### config.mk
export PLATFORM = sky130hd
export DESIGN_NAME = freq_gate_ctrl_flat
export DESIGN_NICKNAME = d
export VERILOG_FILES = /design/src/rtl/freq_meter_pkg.sv /design/src/rtl/freq_gate_ctrl_if.sv /design/src/rtl/freq_gate_ctrl_edge_sync.sv /design/src/rtl/freq_gate_ctrl.sv /design/src/flat_wrapper.sv
export SDC_FILE = /design/constraint.sdc
export NUM_CORES = 1
export LEC_CHECK = 0
export ABC_AREA = 0
export CORE_MARGIN = 3
export CORE_UTILIZATION = 53
export DETAILED_ROUTE_END_ITERATION = 8
export PLACE_DENSITY_LB_ADDON = 0.1
export SETUP_SLACK_MARGIN = 0.05
export SLEW_MARGIN = 20
export SYNTH_ARGS = -nofsm -noshare
export SYNTH_HDL_FRONTEND = slang
export SYNTH_SLANG_ARGS = --single-unit
### constraint.sdc
create_clock -name clk -period 3.1 [get_ports clk]
set_input_delay 0.93 -clock clk [delete_from_list [all_inputs] [get_ports clk]]
set_output_delay 0.93 -clock clk [all_outputs]
set_load 0.005 [all_outputs]
### src/rtl/freq_meter_pkg.sv
// Shared constants and FSM encoding for the reciprocal frequency meter.
// Latency: n/a (package only).
// Backpressure: n/a.
// Contents: CNT_W result width (also used by the SPI packer), default gate and
// timeout lengths, FSM state codes, and a small constant helper.
package freq_meter_pkg;

  localparam int CNT_W              = 32;
  localparam int GATE_CYCLES_DEF    = 50_000_000;
  localparam int TIMEOUT_CYCLES_DEF = 100_000_000;

  typedef logic [2:0] fsm_state_t;

  localparam logic [2:0] ST_IDLE       = 3'd0;
  localparam logic [2:0] ST_WAIT_OPEN  = 3'd1;
  localparam logic [2:0] ST_GATE       = 3'd2;
  localparam logic [2:0] ST_WAIT_CLOSE = 3'd3;
  localparam logic [2:0] ST_DONE       = 3'd4;

  function automatic int max_int(input int a, input int b);
    return (a > b) ? a : b;
  endfunction

endpackage

### src/rtl/freq_gate_ctrl_if.sv
// Result bus from the gate controller to the SPI result packer.
// Latency: n/a (wires only).
// Backpressure: none; the consumer must capture on done_sig.
// Signals: fx_cnt, fbase_cnt, duty_cnt, time_cnt (CNT_W each), done_sig (1-cycle strobe).
// master = producer (freq_gate_ctrl), slave = consumer (packer).
interface freq_gate_ctrl_if #(
  parameter int CNT_W = freq_meter_pkg::CNT_W
);

  logic [CNT_W-1:0] fx_cnt;
  logic [CNT_W-1:0] fbase_cnt;
  logic [CNT_W-1:0] duty_cnt;
  logic [CNT_W-1:0] time_cnt;
  logic             done_sig;

  modport master (output fx_cnt, fbase_cnt, duty_cnt, time_cnt, done_sig);
  modport slave  (input  fx_cnt, fbase_cnt, duty_cnt, time_cnt, done_sig);

endinterface

### src/rtl/freq_gate_ctrl_edge_sync.sv
// 2-FF synchronizer followed by a registered rising-edge detector.
// Latency: pin edge to rise pulse = 3 clk; lvl changes in the same cycle as rise.
// Backpressure: none.
// Ports: clk, rst_n (async active-low), din (async input), lvl (synchronized level),
// rise (1-cycle pulse on a synchronized 0->1 transition).
module edge_sync (
  input  logic clk,
  input  logic rst_n,
  input  logic din,
  output logic lvl,
  output logic rise
);

  logic s1;
  logic s2;

  // lvl is a registered copy of s2, so rise = s2 & ~lvl lines up with the
  // first cycle in which lvl reads 1.
  always_ff @(posedge clk or negedge rst_n) begin
    if (!rst_n) begin
      s1   <= 1'b0;
      s2   <= 1'b0;
      lvl  <= 1'b0;
      rise <= 1'b0;
    end else begin
      s1   <= din;
      s2   <= s1;
      lvl  <= s2;
      rise <= s2 & ~lvl;
    end
  end

endmodule

### src/rtl/freq_gate_ctrl.sv
// Equal-precision frequency meter core: A-aligned gate, counts A edges, clk cycles, A high time, A->B delay.
// Latency: gate-close a_rise to done_sig/results = 1 clk; done_sig to next WAIT_OPEN = 2 clk.
// Backpressure: none; results hold until the next done_sig, consumer samples on the strobe.
// Ports: clk, rst_n (async active-low), meas_en (level run enable), sig_a / sig_b (async inputs),
// res (freq_gate_ctrl_if.master: fx_cnt, fbase_cnt, duty_cnt, time_cnt, done_sig).
module freq_gate_ctrl
  import freq_meter_pkg::*;
#(
  parameter int GATE_CYCLES    = GATE_CYCLES_DEF,
  parameter int TIMEOUT_CYCLES = TIMEOUT_CYCLES_DEF,
  parameter int CNT_W          = freq_meter_pkg::CNT_W
) (
  input  logic             clk,
  input  logic             rst_n,
  input  logic             meas_en,
  input  logic             sig_a,
  input  logic             sig_b,
  freq_gate_ctrl_if.master res
);

  localparam int TMR_W = $clog2(max_int(GATE_CYCLES, TIMEOUT_CYCLES) + 1);
  // The timer reads "cycles since gate open" in GATE, so leaving after the
  // G-1 value puts the gate-open + G cycle inside WAIT_CLOSE. An A rise
  // landing exactly there closes the gate, giving N = ceil(G/P).
  localparam logic [TMR_W-1:0] GATE_LAST = TMR_W'(GATE_CYCLES - 1);
  localparam logic [TMR_W-1:0] TMO_LAST  = TMR_W'(TIMEOUT_CYCLES - 1);

  logic a_lvl;
  logic a_rise;
  logic b_lvl_unused;
  logic b_rise;

  edge_sync u_sync_a (.clk(clk), .rst_n(rst_n), .din(sig_a), .lvl(a_lvl),        .rise(a_rise));
  edge_sync u_sync_b (.clk(clk), .rst_n(rst_n), .din(sig_b), .lvl(b_lvl_unused), .rise(b_rise));

  fsm_state_t       state;
  fsm_state_t       state_nxt;
  logic [TMR_W-1:0] tmr;
  logic             armed;
  logic             armed_nxt;
  logic [CNT_W-1:0] fx_w, fbase_w, duty_w, time_w;
  logic [CNT_W-1:0] fx_nxt, fbase_nxt, duty_nxt, time_nxt;
  logic             counting;
  logic             tmo;
  logic             abort;

  function automatic logic [CNT_W-1:0] sat_inc(input logic [CNT_W-1:0] v, input logic en);
    if (en && (v != {CNT_W{1'b1}})) return v + CNT_W'(1);
    return v;
  endfunction

  function automatic logic is_active(input fsm_state_t s);
    return (s == ST_WAIT_OPEN) || (s == ST_GATE) || (s == ST_WAIT_CLOSE);
  endfunction

  assign counting = (state == ST_GATE) || (state == ST_WAIT_CLOSE);
  assign tmo      = ((state == ST_WAIT_OPEN) || (state == ST_WAIT_CLOSE)) && (tmr == TMO_LAST);
  // A qualifying A rise beats a coincident timeout.
  assign abort    = tmo && !a_rise;

  // Working counter next values include the current cycle, so the close
  // cycle's contribution is captured when the results are latched.
  assign fx_nxt    = sat_inc(fx_w,    counting && a_rise);
  assign fbase_nxt = sat_inc(fbase_w, counting);
  assign duty_nxt  = sat_inc(duty_w,  counting && a_lvl);
  assign time_nxt  = sat_inc(time_w,  counting && armed);

  // B rise wins, so a simultaneous A/B rise leaves armed at 0 (zero phase).
  always_comb begin
    armed_nxt = armed;
    if (a_rise) armed_nxt = 1'b1;
    if (b_rise) armed_nxt = 1'b0;
  end

  always_comb begin
    state_nxt = state;
    case (state)
      ST_IDLE:       if (meas_en) state_nxt = ST_WAIT_OPEN;
      ST_WAIT_OPEN:  if (a_rise) state_nxt = ST_GATE;
                     else if (tmo) state_nxt = ST_DONE;
      ST_GATE:       if (tmr == GATE_LAST) state_nxt = ST_WAIT_CLOSE;
      ST_WAIT_CLOSE: if (a_rise || tmo) state_nxt = ST_DONE;
      ST_DONE:       state_nxt = ST_IDLE;
      default:       state_nxt = ST_IDLE;
    endcase
    // Dropping the enable abandons the measurement; DONE always completes.
    if (!meas_en && (state != ST_DONE)) state_nxt = ST_IDLE;
  end

  always_ff @(posedge clk or negedge rst_n) begin
    if (!rst_n) begin
      state   <= ST_IDLE;
      tmr     <= '0;
      armed   <= 1'b0;
      fx_w    <= '0;
      fbase_w <= '0;
      duty_w  <= '0;
      time_w  <= '0;
    end else begin
      state <= state_nxt;

      // Timer restarts on every state change; the gate-open cycle counts as 1.
      if (state_nxt != state) tmr <= (state_nxt == ST_GATE) ? TMR_W'(1) : '0;
      else if (state != ST_IDLE) tmr <= tmr + TMR_W'(1);

      // Cleared at gate close and on any exit from the measuring states.
      armed <= (is_active(state) && is_active(state_nxt)) ? armed_nxt : 1'b0;

      if (state == ST_IDLE) begin
        fx_w    <= '0;
        fbase_w <= '0;
        duty_w  <= '0;
        time_w  <= '0;
      end else if (counting) begin
        fx_w    <= fx_nxt;
        fbase_w <= fbase_nxt;
        duty_w  <= duty_nxt;
        time_w  <= time_nxt;
      end
    end
  end

  // Results are loaded on the edge into DONE so they are valid while done_sig is high.
  always_ff @(posedge clk or negedge rst_n) begin
    if (!rst_n) begin
      res.fx_cnt    <= '0;
      res.fbase_cnt <= '0;
      res.duty_cnt  <= '0;
      res.time_cnt  <= '0;
      res.done_sig  <= 1'b0;
    end else begin
      res.done_sig <= (state_nxt == ST_DONE);
      if (state_nxt == ST_DONE) begin
        if (abort) begin
          res.fx_cnt    <= '0;
          res.fbase_cnt <= '0;
          res.duty_cnt  <= '0;
          res.time_cnt  <= '0;
        end else begin
          res.fx_cnt    <= fx_nxt;
          res.fbase_cnt <= fbase_nxt;
          res.duty_cnt  <= duty_nxt;
          res.time_cnt  <= time_nxt;
        end
      end
    end
  end

endmodule

### src/flat_wrapper.sv
// flat-port wrapper written by rule: the top's interface ports become plain ports
module freq_gate_ctrl_flat import freq_meter_pkg::*;
#(
  parameter int GATE_CYCLES    = GATE_CYCLES_DEF,
  parameter int TIMEOUT_CYCLES = TIMEOUT_CYCLES_DEF,
  parameter int CNT_W          = freq_meter_pkg::CNT_W
)
  (clk, rst_n, meas_en, sig_a, sig_b, res_fx_cnt, res_fbase_cnt, res_duty_cnt, res_time_cnt, res_done_sig);
  freq_gate_ctrl_if #(.CNT_W(CNT_W)) res_i ();
  input  logic clk;
  input  logic rst_n;
  input  logic meas_en;
  input  logic sig_a;
  input  logic sig_b;
  output wire logic [$bits(res_i.fx_cnt)-1:0] res_fx_cnt;
  output wire logic [$bits(res_i.fbase_cnt)-1:0] res_fbase_cnt;
  output wire logic [$bits(res_i.duty_cnt)-1:0] res_duty_cnt;
  output wire logic [$bits(res_i.time_cnt)-1:0] res_time_cnt;
  output wire logic [$bits(res_i.done_sig)-1:0] res_done_sig;
  assign res_fx_cnt = res_i.fx_cnt;
  assign res_fbase_cnt = res_i.fbase_cnt;
  assign res_duty_cnt = res_i.duty_cnt;
  assign res_time_cnt = res_i.time_cnt;
  assign res_done_sig = res_i.done_sig;
  freq_gate_ctrl #(.GATE_CYCLES(GATE_CYCLES), .TIMEOUT_CYCLES(TIMEOUT_CYCLES), .CNT_W(CNT_W)) u_core (.clk(clk), .rst_n(rst_n), .meas_en(meas_en), .sig_a(sig_a), .sig_b(sig_b), .res(res_i));
endmodule
==> results of run 1 <==
## stage by stage
stage | utilization, % | hold WS (ns) | area [µm²] | setup slack (ns) | power, mW
after global placement | 61.51 | 0.3328 | 16850 | 0.1148 | 4.368
final | 65.80 | 0.3421 | 18030 | 0.3612 | 8.429
after global routing | 65.80 | 0.3583 | 18030 | 0.2140 | 8.700
after detailed placement | 61.51 | 0.3401 | 16850 | 0.04402 | 4.377
after CTS | 65.70 | 0.3476 | 18000 | 0.4135 | 8.492
after floorplan | - | 0.3312 | 15010 | 0.7174 | 4.162
## cells in the mapped netlist (6+ instances only)
cell type | number | area, µm²
sky130_fd_sc_hd__dfrtp_1 | 296 | 7407
sky130_fd_sc_hd__nand2_1 | 214 | 803.3
sky130_fd_sc_hd__o21ai_0 | 190 | 950.9
sky130_fd_sc_hd__nand3_1 | 104 | 520.5
sky130_fd_sc_hd__nor2_1 | 94 | 352.8
sky130_fd_sc_hd__clkbuf_1 | 67 | 251.5
sky130_fd_sc_hd__xor2_1 | 65 | 569.3
sky130_fd_sc_hd__a21oi_1 | 55 | 275.3
sky130_fd_sc_hd__nand4_1 | 52 | 325.3
sky130_fd_sc_hd__xnor2_1 | 47 | 411.6
sky130_fd_sc_hd__mux2i_1 | 42 | 420.4
sky130_fd_sc_hd__and4_1 | 37 | 324.1
sky130_fd_sc_hd__and3_1 | 36 | 225.2
sky130_fd_sc_hd__a31oi_1 | 25 | 156.4
sky130_fd_sc_hd__and2_1 | 21 | 131.4
sky130_fd_sc_hd__nor3_1 | 20 | 100.1
sky130_fd_sc_hd__buf_2 | 19 | 95.09
sky130_fd_sc_hd__o211ai_1 | 12 | 90.09
sky130_fd_sc_hd__mux2_2 | 11 | 123.9
sky130_fd_sc_hd__inv_1 | 10 | 37.54
sky130_fd_sc_hd__o21a_1 | 10 | 75.07
sky130_fd_sc_hd__a32oi_1 | 9 | 78.83
sky130_fd_sc_hd__nor4_1 | 9 | 56.30
sky130_fd_sc_hd__o31ai_1 | 9 | 67.56
sky130_fd_sc_hd__a21o_1 | 8 | 60.06
sky130_fd_sc_hd__nand2b_1 | 8 | 50.05
sky130_fd_sc_hd__or4_1 | 8 | 60.06
sky130_fd_sc_hd__a21boi_0 | 6 | 45.04
sky130_fd_sc_hd__a22o_1 | 6 | 52.55
## flip-flops by register name (all words and copies together) (netlist names)
register and cells:
u_core.tmr 27, u_core.time_w 32, u_core.u_sync_b.s1 1, u_core.res.time_cnt 32, u_core.u_sync_b.lvl 1, u_core.fx_w 32, u_core.fbase_w 32, u_core.u_sync_a.rise 1
u_core.res.fx_cnt 32, u_core.res.done_sig 1, u_core.state 3, u_core.u_sync_a.s1 1, u_core.u_sync_a.s2 1, u_core.armed 1, u_core.res.duty_cnt 32, u_core.u_sync_b.s2 1
u_core.duty_w 32, u_core.u_sync_b.rise 1, u_core.res.fbase_cnt 32, u_core.u_sync_a.lvl 1
## routing by layer
| metal | vias up | track usage [%] | share of wire (%) |
|---|---|---|---|
| met4 | 0 | 6.367 | 2.5 |
| met2 | 307 | 40.34 | 46 |
| met3 | 61 | 3.626 | 5.0 |
| met1 | 6122 | 34.56 | 46 |
| met5 | - | 0 | 0 |
| li1 | 6007 | - | - |
## worst max-delay path: stages, from the launching register on
cell	delay (ns)
sky130_fd_sc_hd__dfrtp_1	0.50
sky130_fd_sc_hd__and4_1	0.34
sky130_fd_sc_hd__nand4_1	0.21
sky130_fd_sc_hd__o41ai_1	0.88
sky130_fd_sc_hd__buf_4	0.30
sky130_fd_sc_hd__nor3_1	0.09
sky130_fd_sc_hd__xnor2_1	0.20
sky130_fd_sc_hd__o21ai_0	0.10
## layout make-up
type,count,area [µm²],share of cell area (%)
Sequential cell,296,7407,41.08
Multi-Input combinational cell,1185,7183,39.84
Timing Repair Buffer,179,1789,9.924
Clock buffer,45,898.4,4.983
Tap cell,372,465.4,2.582
Clock inverter,13,249.0,1.381
Inverter,10,37.54,0.2082
## worst max-delay path by stage
stage	startpoint	to	slack, ns
6_report	u_core.time_w[9]	u_core.res.time_cnt[16]	0.36
5_1_grt	u_core.time_w[9]	u_core.res.time_cnt[16]	0.21
4_1_cts	u_core.time_w[9]	u_core.res.time_cnt[16]	0.41
3_5_place_dp	meas_en	u_core.res.duty_cnt[23]	0.04
3_3_place_gp	meas_en	u_core.res.fx_cnt[9]	0.11
2_1_floorplan	meas_en	u_core.res.time_cnt[23]	0.72
## cell families (layout without fill, tap and decap cells)
group / after synthesis / in the layout / synth area share [%]
and+or+nand+nor: 636 / 636 / 21.48
AOI/OAI and AO/OA: 379 / 379 / 15.63
DFF: 296 / 296 / 49.36
xor gates and xnor gates: 112 / 112 / 6.537
buffers and inverters: 106 / 247 / 2.952
muxes: 53 / 53 / 3.627
adders and majority gates: 5 / 5 / 0.4169
## power by group
group	internal (mW)	switching, mW	total (mW)	leakage [nW]
sequential	3.88	0.0237	3.90	4.12
combinational	0.115	0.295	0.410	2.86
clock	2.59	1.53	4.12	0.556
total	6.58	1.85	8.43	7.54
==> metrics.log, run 1 <==
INFO  metric outcome = finished, final reports clean
INFO  metric r2r_end = u_core.res.time_cnt[16]
INFO  metric syn_avg_cell_area = roughly 9.5 µm²
INFO  metric worst_r2r_startpoint = u_core.time_w[9]
INFO  metric period_needed = between 2 and 3 ns
INFO  metric root_buffer = sky130_fd_sc_hd__clkbuf_16
INFO  metric fin_worst_skew = ~0.012 ns
INFO  metric netlist-cell-type-count = 78
INFO  metric worst_supply_voltage_drop_on_vdd = 582.4 µV
INFO  metric timing_worst_slew_pin_value = 0.9081 ns
INFO  metric clkLatencyLatePin = ~0.56 ns
INFO  metric dp.cells = 2041
INFO  metric track_usage = 24.61%
INFO  metric clock_sink_count = 296
INFO  metric report.final.setup_viol = 0
INFO  metric place.detailed.hpwl = 25930 µm
INFO  metric max-clock-path-buffers = 3
INFO  metric worst-setup-path-type = flip-flop to flip-flop
INFO  metric max_cap_viol_count = 0
INFO  metric postCtsSetupBuffers = 0
INFO  metric grt_remaining_overflow = 0
INFO  metric worstPathMaxFanout = 9
INFO  metric antenna_cells = 0
INFO  metric pin_count = 134
INFO  metric most_used_cells_in_the_layout_excluding_fill_and_tap_cells = 296 x sky130_fd_sc_hd__dfrtp_1, 213 x sky130_fd_sc_hd__nand2_1, 190 x sky130_fd_sc_hd__o21ai_0
INFO  metric synth_enable_flop_cells = 0
INFO  metric cts_repair_resize_count = 0
INFO  metric cts-htree-levels = 1
INFO  metric post-route-drc-count = 0
INFO  metric grt_start_max_net_pins = roughly 70
INFO  metric worstSetupStartpointType = flip-flop
INFO  metric clk_pin_slew = 0.06 ns
INFO  metric start_util = 54.77%
INFO  metric timing.setup.tns = 0 ns
INFO  metric slew_headroom = between 30% and 40%
INFO  metric drt_iter0_markers = 1094
INFO  metric timing_max_transition_violations_final = 0
INFO  metric core_region_area = 27400 µm²
INFO  metric power_density = approximately 470 nW/µm²
INFO  metric areaGrowthSynthToFinish = 20.14%
INFO  metric crit_arrival = 3.16 ns
INFO  metric ys_async_sr_fraction = 100.0%
INFO  metric vias = 12500
INFO  metric die_h = between 150 and 200 µm
INFO  metric firstDrtPassIters = 5
INFO  metric tritoncts.num_buffers = 31
INFO  metric synthesis.nets = 1597
INFO  metric worst_hold_path_type = input port to asynchronous set/reset pin
INFO  metric drive_above_1_share = between 7 and 8%
INFO  metric yosys_warnings = 0
INFO  metric drt.antenna.violating_nets = 0
INFO  metric ys_dominant_reg_cell = sky130_fd_sc_hd__dfrtp_1
INFO  metric dieWidth = 174.3 µm
INFO  metric worst-endpoint-required = roughly 3.5 ns
INFO  metric finalHoldViolCount = 0
INFO  metric floorplan.die_area = 30370 µm²
INFO  metric grt_pass1_vias = 12150
INFO  metric numPortBuffers = 133
INFO  metric detail_route.vias_per_cell = 5.951
INFO  metric layout_commonest_cell = sky130_fd_sc_hd__dfrtp_1
INFO  metric routabilityCongestion = ~0.91
INFO  metric nFillCells = 2272
INFO  metric finalNetCount = 1713
INFO  metric reg2regPathDepth = 7
INFO  metric clock.fmax = roughly 0.37 GHz
INFO  metric leakage = 7.537 nW
INFO  metric synth_area = 15010 µm²
INFO  metric finalWirelength = 37840 µm
INFO  metric grt_first_pass_wirelength = 62560 µm
INFO  metric fin_cells = 2100
INFO  metric grt_antenna_before_repair = 0
INFO  metric synth.ff_latch_count = between 200 and 300
INFO  metric synth-seq-area-share = roughly half
INFO  metric tritoncts = built
INFO  metric endpoint_kind = flip-flop
INFO  metric postSynthCellCount = around 1600
INFO  metric r2r_setup_slack = 0.36 ns
INFO  metric cts_hold_repair.buffers = 0
INFO  metric drt-wirelength-per-cell = 18.02 µm
INFO  metric post-route-period-util = between 80% and 90%
INFO  metric rsz_0062_raised_after_global_routing = no
INFO  metric placementRows = 60
Note: power is estimated with default switching activity, not from simulation.
==> run 2: changes to the inputs <==
- SYNTH_HIERARCHICAL: default -> 1
==> run 2 against run 1 <==
  * Clock power fell by 7.0%
  * Highest routed layer unchanged
  * Synthesized cell count down 1.9%
  * Largest power group is now sequential cells
  * Maximum frequency increased by 2.8%
  * Non-clock buffer count fell by 9
  * Critical path depth stayed put
  * Worst hold slack improved by 0.0052 ns
  * Routed wire length is 5.9% lower
  * Sequential share of layout area grew 1.1 points
  * Combinational power fell by 10%
  * First-iteration DRC count is 27% lower
  * Count of clock-buffer cells in the layout rose by 8
  * Critical path type unchanged
  * Register-to-register slack better by 0.07 ns
==> metrics.log, run 2 <==
INFO  metric dp_worst_setup_slack = 0.1585 ns (was 0.04402 ns)
INFO  metric synthMostInstantiatedCell = sky130_fd_sc_hd__dfrtp_1 (unchanged)
INFO  metric crit_path_cell_trace = ha_1 -> nand4_1 -> nor4_1 -> o211ai_1 -> or3_1 -> xor2_1 -> o21ai_0 (was and4_1 -> nand4_1 -> o41ai_1 -> buf_4 -> nor3_1 -> xnor2_1 -> o21ai_0)
INFO  metric groute.layer.met2.usage = 40.74% (was 40.34%)
INFO  metric rsz_0062_raised_after_global_routing = no (unchanged)
INFO  metric multiInputGateArea = 6919 µm² (was 7183 µm²)
INFO  metric post-route-period-util = 85.93% (was 88.35%)
INFO  metric clkLatencyLatePin = 0.50 ns (was 0.56 ns)
INFO  metric slew_headroom = 32.78% (was 38.67%)
INFO  metric power_density = 461.2 nW/µm² (was 467.5 nW/µm²)
INFO  metric worst_hold_path_type = flip-flop to flip-flop (was input port to asynchronous set/reset pin)
INFO  metric ys_async_sr_fraction = 100.0% (unchanged)
INFO  metric root_buffer = sky130_fd_sc_hd__clkbuf_16 (unchanged)
INFO  metric synthesis.nets = 1567 (was 1597)
INFO  metric synthDominantAreaCellType = sky130_fd_sc_hd__dfrtp_1 (unchanged)
INFO  metric synth.top_cell.area_share = 50.56% (was 49.36%)
INFO  metric place.detailed.hpwl = 24500 µm (was 25930 µm)
INFO  metric ys_dominant_reg_cell = sky130_fd_sc_hd__dfrtp_1 (unchanged)
INFO  metric timing.setup.tns = 0 ns (unchanged)
INFO  metric grt_antenna_before_repair = 0 (unchanged)
INFO  metric leakage = 7.225 nW (was 7.537 nW)
INFO  metric fin_worst_skew = 0.01895 ns (was 0.01217 ns)
INFO  metric drive_above_1_share = 6.941% (was 7.870%)
INFO  metric cts_hold_repair.buffers = 0 (unchanged)
INFO  metric synth-seq-area-share = 50.56% (was 49.36%)
INFO  metric clock_sink_count = 296 (unchanged)
INFO  metric timing_worst_slew_pin_value = 1.004 ns (was 0.9081 ns)
INFO  metric grt_remaining_overflow = 0 (unchanged)
INFO  metric grtUsageMet3 = 3.064% (was 3.626%)
INFO  metric tritoncts = built (unchanged)
INFO  metric postSynthCellCount = 1557 (was 1587)
INFO  metric start_util = 54.20% (was 54.77%)
INFO  metric report.final.setup_viol = 0 (unchanged)
INFO  metric max_cap_viol_count = 0 (unchanged)
INFO  metric pin_count = 134 (unchanged)
INFO  metric finalWirelength = 35610 µm (was 37840 µm)
INFO  metric finalHoldViolCount = 0 (unchanged)
INFO  metric reg2regPathDepth = 7 (unchanged)
INFO  metric firstDrtPassIters = 5 (unchanged)
INFO  metric layout_commonest_cell = sky130_fd_sc_hd__dfrtp_1 (unchanged)
INFO  metric r2r_setup_slack = 0.44 ns (was 0.36 ns)
INFO  metric endpoint_kind = flip-flop (unchanged)
INFO  metric critical_path.top_delay_family = simple AND/OR/NAND/NOR gates (was compound AO/OA/AOI/OAI gates)
INFO  metric synth.ff_latch_count = 296 (unchanged)
INFO  metric netlist-cell-type-count = 59 (was 78)
INFO  metric dieWidth = 172.3 µm (was 174.3 µm)
INFO  metric worst-setup-path-type = flip-flop to flip-flop (unchanged)
INFO  metric most_used_cells_in_the_layout_excluding_fill_and_tap_cells = 296 x sky130_fd_sc_hd__dfrtp_1, 250 x sky130_fd_sc_hd__nand2_1, 182 x sky130_fd_sc_hd__o21ai_0 (was 296 x sky130_fd_sc_hd__dfrtp_1, 213 x sky130_fd_sc_hd__nand2_1, 190 x sky130_fd_sc_hd__o21ai_0)
INFO  metric outcome = finished, final reports clean (unchanged)
INFO  metric hold_depth = 0
INFO  metric worst_supply_voltage_drop_on_vdd = 389.4 µV (was 582.4 µV)
INFO  metric timing.final.ws_setup = 0.4361 ns (was 0.3612 ns)
INFO  metric track_usage = 24.42% (was 24.61%)
INFO  metric max-clock-path-buffers = 3 (unchanged)
INFO  metric gr-max-usage-layer = met2 (unchanged)
INFO  metric numPortBuffers = 133 (unchanged)
INFO  metric critPathMaxStageDelay = 0.54 ns (was 0.88 ns)
INFO  metric vias = 11920 (was 12500)
INFO  metric detail_route.vias_per_cell = 5.840 (was 5.951)
INFO  metric r2r_end = u_core/res.fx_cnt[26] (was u_core.res.time_cnt[16])
INFO  metric grt_first_pass_wirelength = 58690 µm (was 62560 µm)
INFO  metric tritoncts.num_buffers = 34 (was 31)
INFO  metric crit_arrival = 3.09 ns (was 3.16 ns)
INFO  metric worstPathMaxFanout = 7 (was 9)
INFO  metric ff_latch_area = 7407 µm² (unchanged)
INFO  metric drt_iter0_markers = 796 (was 1094)
INFO  metric placementRows = 60 (unchanged)
INFO  metric clock.fmax = 0.3754 GHz (was 0.3651 GHz)
INFO  metric gr-usage-met1 = 33.63% (was 34.56%)
INFO  metric drt.antenna.violating_nets = 0 (unchanged)
INFO  metric worst-endpoint-required = 3.52 ns (about the same)
INFO  metric netlist_top_cells_count = 296 x sky130_fd_sc_hd__dfrtp_1, 250 x sky130_fd_sc_hd__nand2_1, 182 x sky130_fd_sc_hd__o21ai_0, 97 x sky130_fd_sc_hd__nand3_1, 95 x sky130_fd_sc_hd__nor2_1 (was 296 x sky130_fd_sc_hd__dfrtp_1, 214 x sky130_fd_sc_hd__nand2_1, 190 x sky130_fd_sc_hd__o21ai_0, 104 x sky130_fd_sc_hd__nand3_1, 94 x sky130_fd_sc_hd__nor2_1)
INFO  metric worstSetupStartpointType = flip-flop (unchanged)
INFO  metric period_needed = 2.664 ns (was 2.739 ns)
INFO  metric syn_avg_cell_area = 9.409 µm² (was 9.456 µm²)
INFO  metric grt_pass1_vias = 11530 (was 12150)
INFO  metric nFillCells = 2261 (was 2272)
INFO  metric drt-wirelength-per-cell = 17.44 µm (was 18.02 µm)
INFO  metric hold_path_origin = u_core/u_sync_b/s1
INFO  metric antenna_cells = 0 (unchanged)
INFO  metric synth.area.top_cells = sky130_fd_sc_hd__dfrtp_1 51%, sky130_fd_sc_hd__nand2_1 6.4%, sky130_fd_sc_hd__o21ai_0 6.2% (was sky130_fd_sc_hd__dfrtp_1 49%, sky130_fd_sc_hd__o21ai_0 6.3%, sky130_fd_sc_hd__nand2_1 5.4%)
INFO  metric worst_hold_path.endpoint = u_core/u_sync_b/s2
INFO  metric hold_ws = 0.3473 ns (was 0.3421 ns)
INFO  metric postCtsSetupBuffers = 0 (unchanged)
INFO  metric synth_area = 14650 µm² (was 15010 µm²)
INFO  metric finalNetCount = 1688 (was 1713)
INFO  metric post-route-drc-count = 0 (unchanged)
INFO  metric die_h = 172.3 µm (was 174.3 µm)
INFO  metric synth_enable_flop_cells = 0 (unchanged)
INFO  metric cts_repair_resize_count = 0 (unchanged)
INFO  metric floorplan.die_area = 29670 µm² (was 30370 µm²)
INFO  metric final_design_area_no_fill = 17570 µm² (was 18030 µm²)
INFO  metric areaGrowthSynthToFinish = 19.93% (was 20.14%)
INFO  metric fin_util = 65.00% (was 65.80%)
INFO  metric timing_max_transition_violations_final = 0 (unchanged)
INFO  metric core_region_area = 27030 µm² (was 27400 µm²)
INFO  metric detailed_place.area = 16500 µm² (was 16850 µm²)
INFO  metric worst_r2r_startpoint = u_core/fx_w[0] (was u_core.time_w[9])
INFO  metric yosys_warnings = 6 (was 0)
INFO  metric clk_pin_slew = 0.06 ns (about the same)
INFO  metric cpMaxStageDelayCell = sky130_fd_sc_hd__nor4_1 (was sky130_fd_sc_hd__o41ai_1)
INFO  metric critical_path.n_buffers_inverters = 0 (was 1)
INFO  metric cts-htree-levels = 2 (was 1)
INFO  metric grt_start_max_net_pins = 66 (was 72)
INFO  metric routabilityCongestion = 0.8252 (was 0.9106)
-- run 2: cell count changes in the layout (fill, tap and decap cells not counted), sizes merged, moves of 9 or more --
cell,previous run,this run
a21oi,55,39
a31oi,25,16
and4,37,22
buf,47,38
mux2i,42,54
nand2,214,250
nor4,11,24
-- run 2: routing by layer --
| metal | wire length, µm | part of all wire, % |
|---|---|---|
| met2 | 17010 | 48 |
| met3 | 1493 | 4.2 |
| met1 | 16210 | 46 |
| met4 | 895 | 2.5 |
| met5 | 0 | 0 |
-- run 2: where the power goes --
part	total, mW	switching [mW]	internal, mW	leakage (nW)
clock	3.83	1.51	2.32	0.525
combinational	0.368	0.270	0.0976	2.58
sequential	3.90	0.0212	3.88	4.12
-- run 2: cells by family after synthesis --
logic type | share of synthesized area [%]
AOI/OAI and AO/OA | 11.78
xor gates and xnor gates | 7.653
adders and majority gates | 0.4271
buffers and inverters | 2.434
DFF | 50.56
muxes | 4.459
and+or+nand+nor | 22.69
-- run 2: area by class of cell --
type / instances / share of cell area, %
timing repair buffer: 170 / 9.757
clock inverter: 5 / 0.3062
multi-input combinational: 1167 / 39.38
inverter: 9 / 0.1923
clock buffer: 53 / 5.769
tap: 341 / 2.429
sequential: 296 / 42.16
-- run 2: stage by stage --
stage | std cells | total power [mW]
floorplan | 1557 | 4.134
global placement | 1983 | 4.339
detailed placement | 1983 | 4.345
CTS | 2041 | 8.203
global route | 2041 | 8.397
finish | 2041 | 8.102
-- run 2: worst register-to-register path, stage by stage, from the launching register on --
cell and delay [ns]:
sky130_fd_sc_hd__dfrtp_1 0.42, sky130_fd_sc_hd__ha_1 0.30, sky130_fd_sc_hd__nand4_1 0.20, sky130_fd_sc_hd__nor4_1 0.54, sky130_fd_sc_hd__o211ai_1 0.34, sky130_fd_sc_hd__or3_1 0.49
sky130_fd_sc_hd__xor2_1 0.16, sky130_fd_sc_hd__o21ai_0 0.14
-- run 2: how the worst max path moves through the flow --
| stage | startpoint | endpoint | slack [ns] | cells past startpoint |
|---|---|---|---|---|
| floorplan | u_core/duty_w[3] | u_core/duty_w[31] | 0.65 | 7 |
| global placement | meas_en | u_core/res.duty_cnt[4] | 0.25 | 8 |
| detailed placement | meas_en | u_core/res.duty_cnt[4] | 0.16 | 8 |
| CTS | u_core/fbase_w[0] | u_core/res.fbase_cnt[21] | 0.43 | 7 |
| global route | u_core/time_w[0] | u_core/res.time_cnt[7] | 0.11 | 7 |
| finish | u_core/fx_w[0] | u_core/res.fx_cnt[26] | 0.44 | 7 |
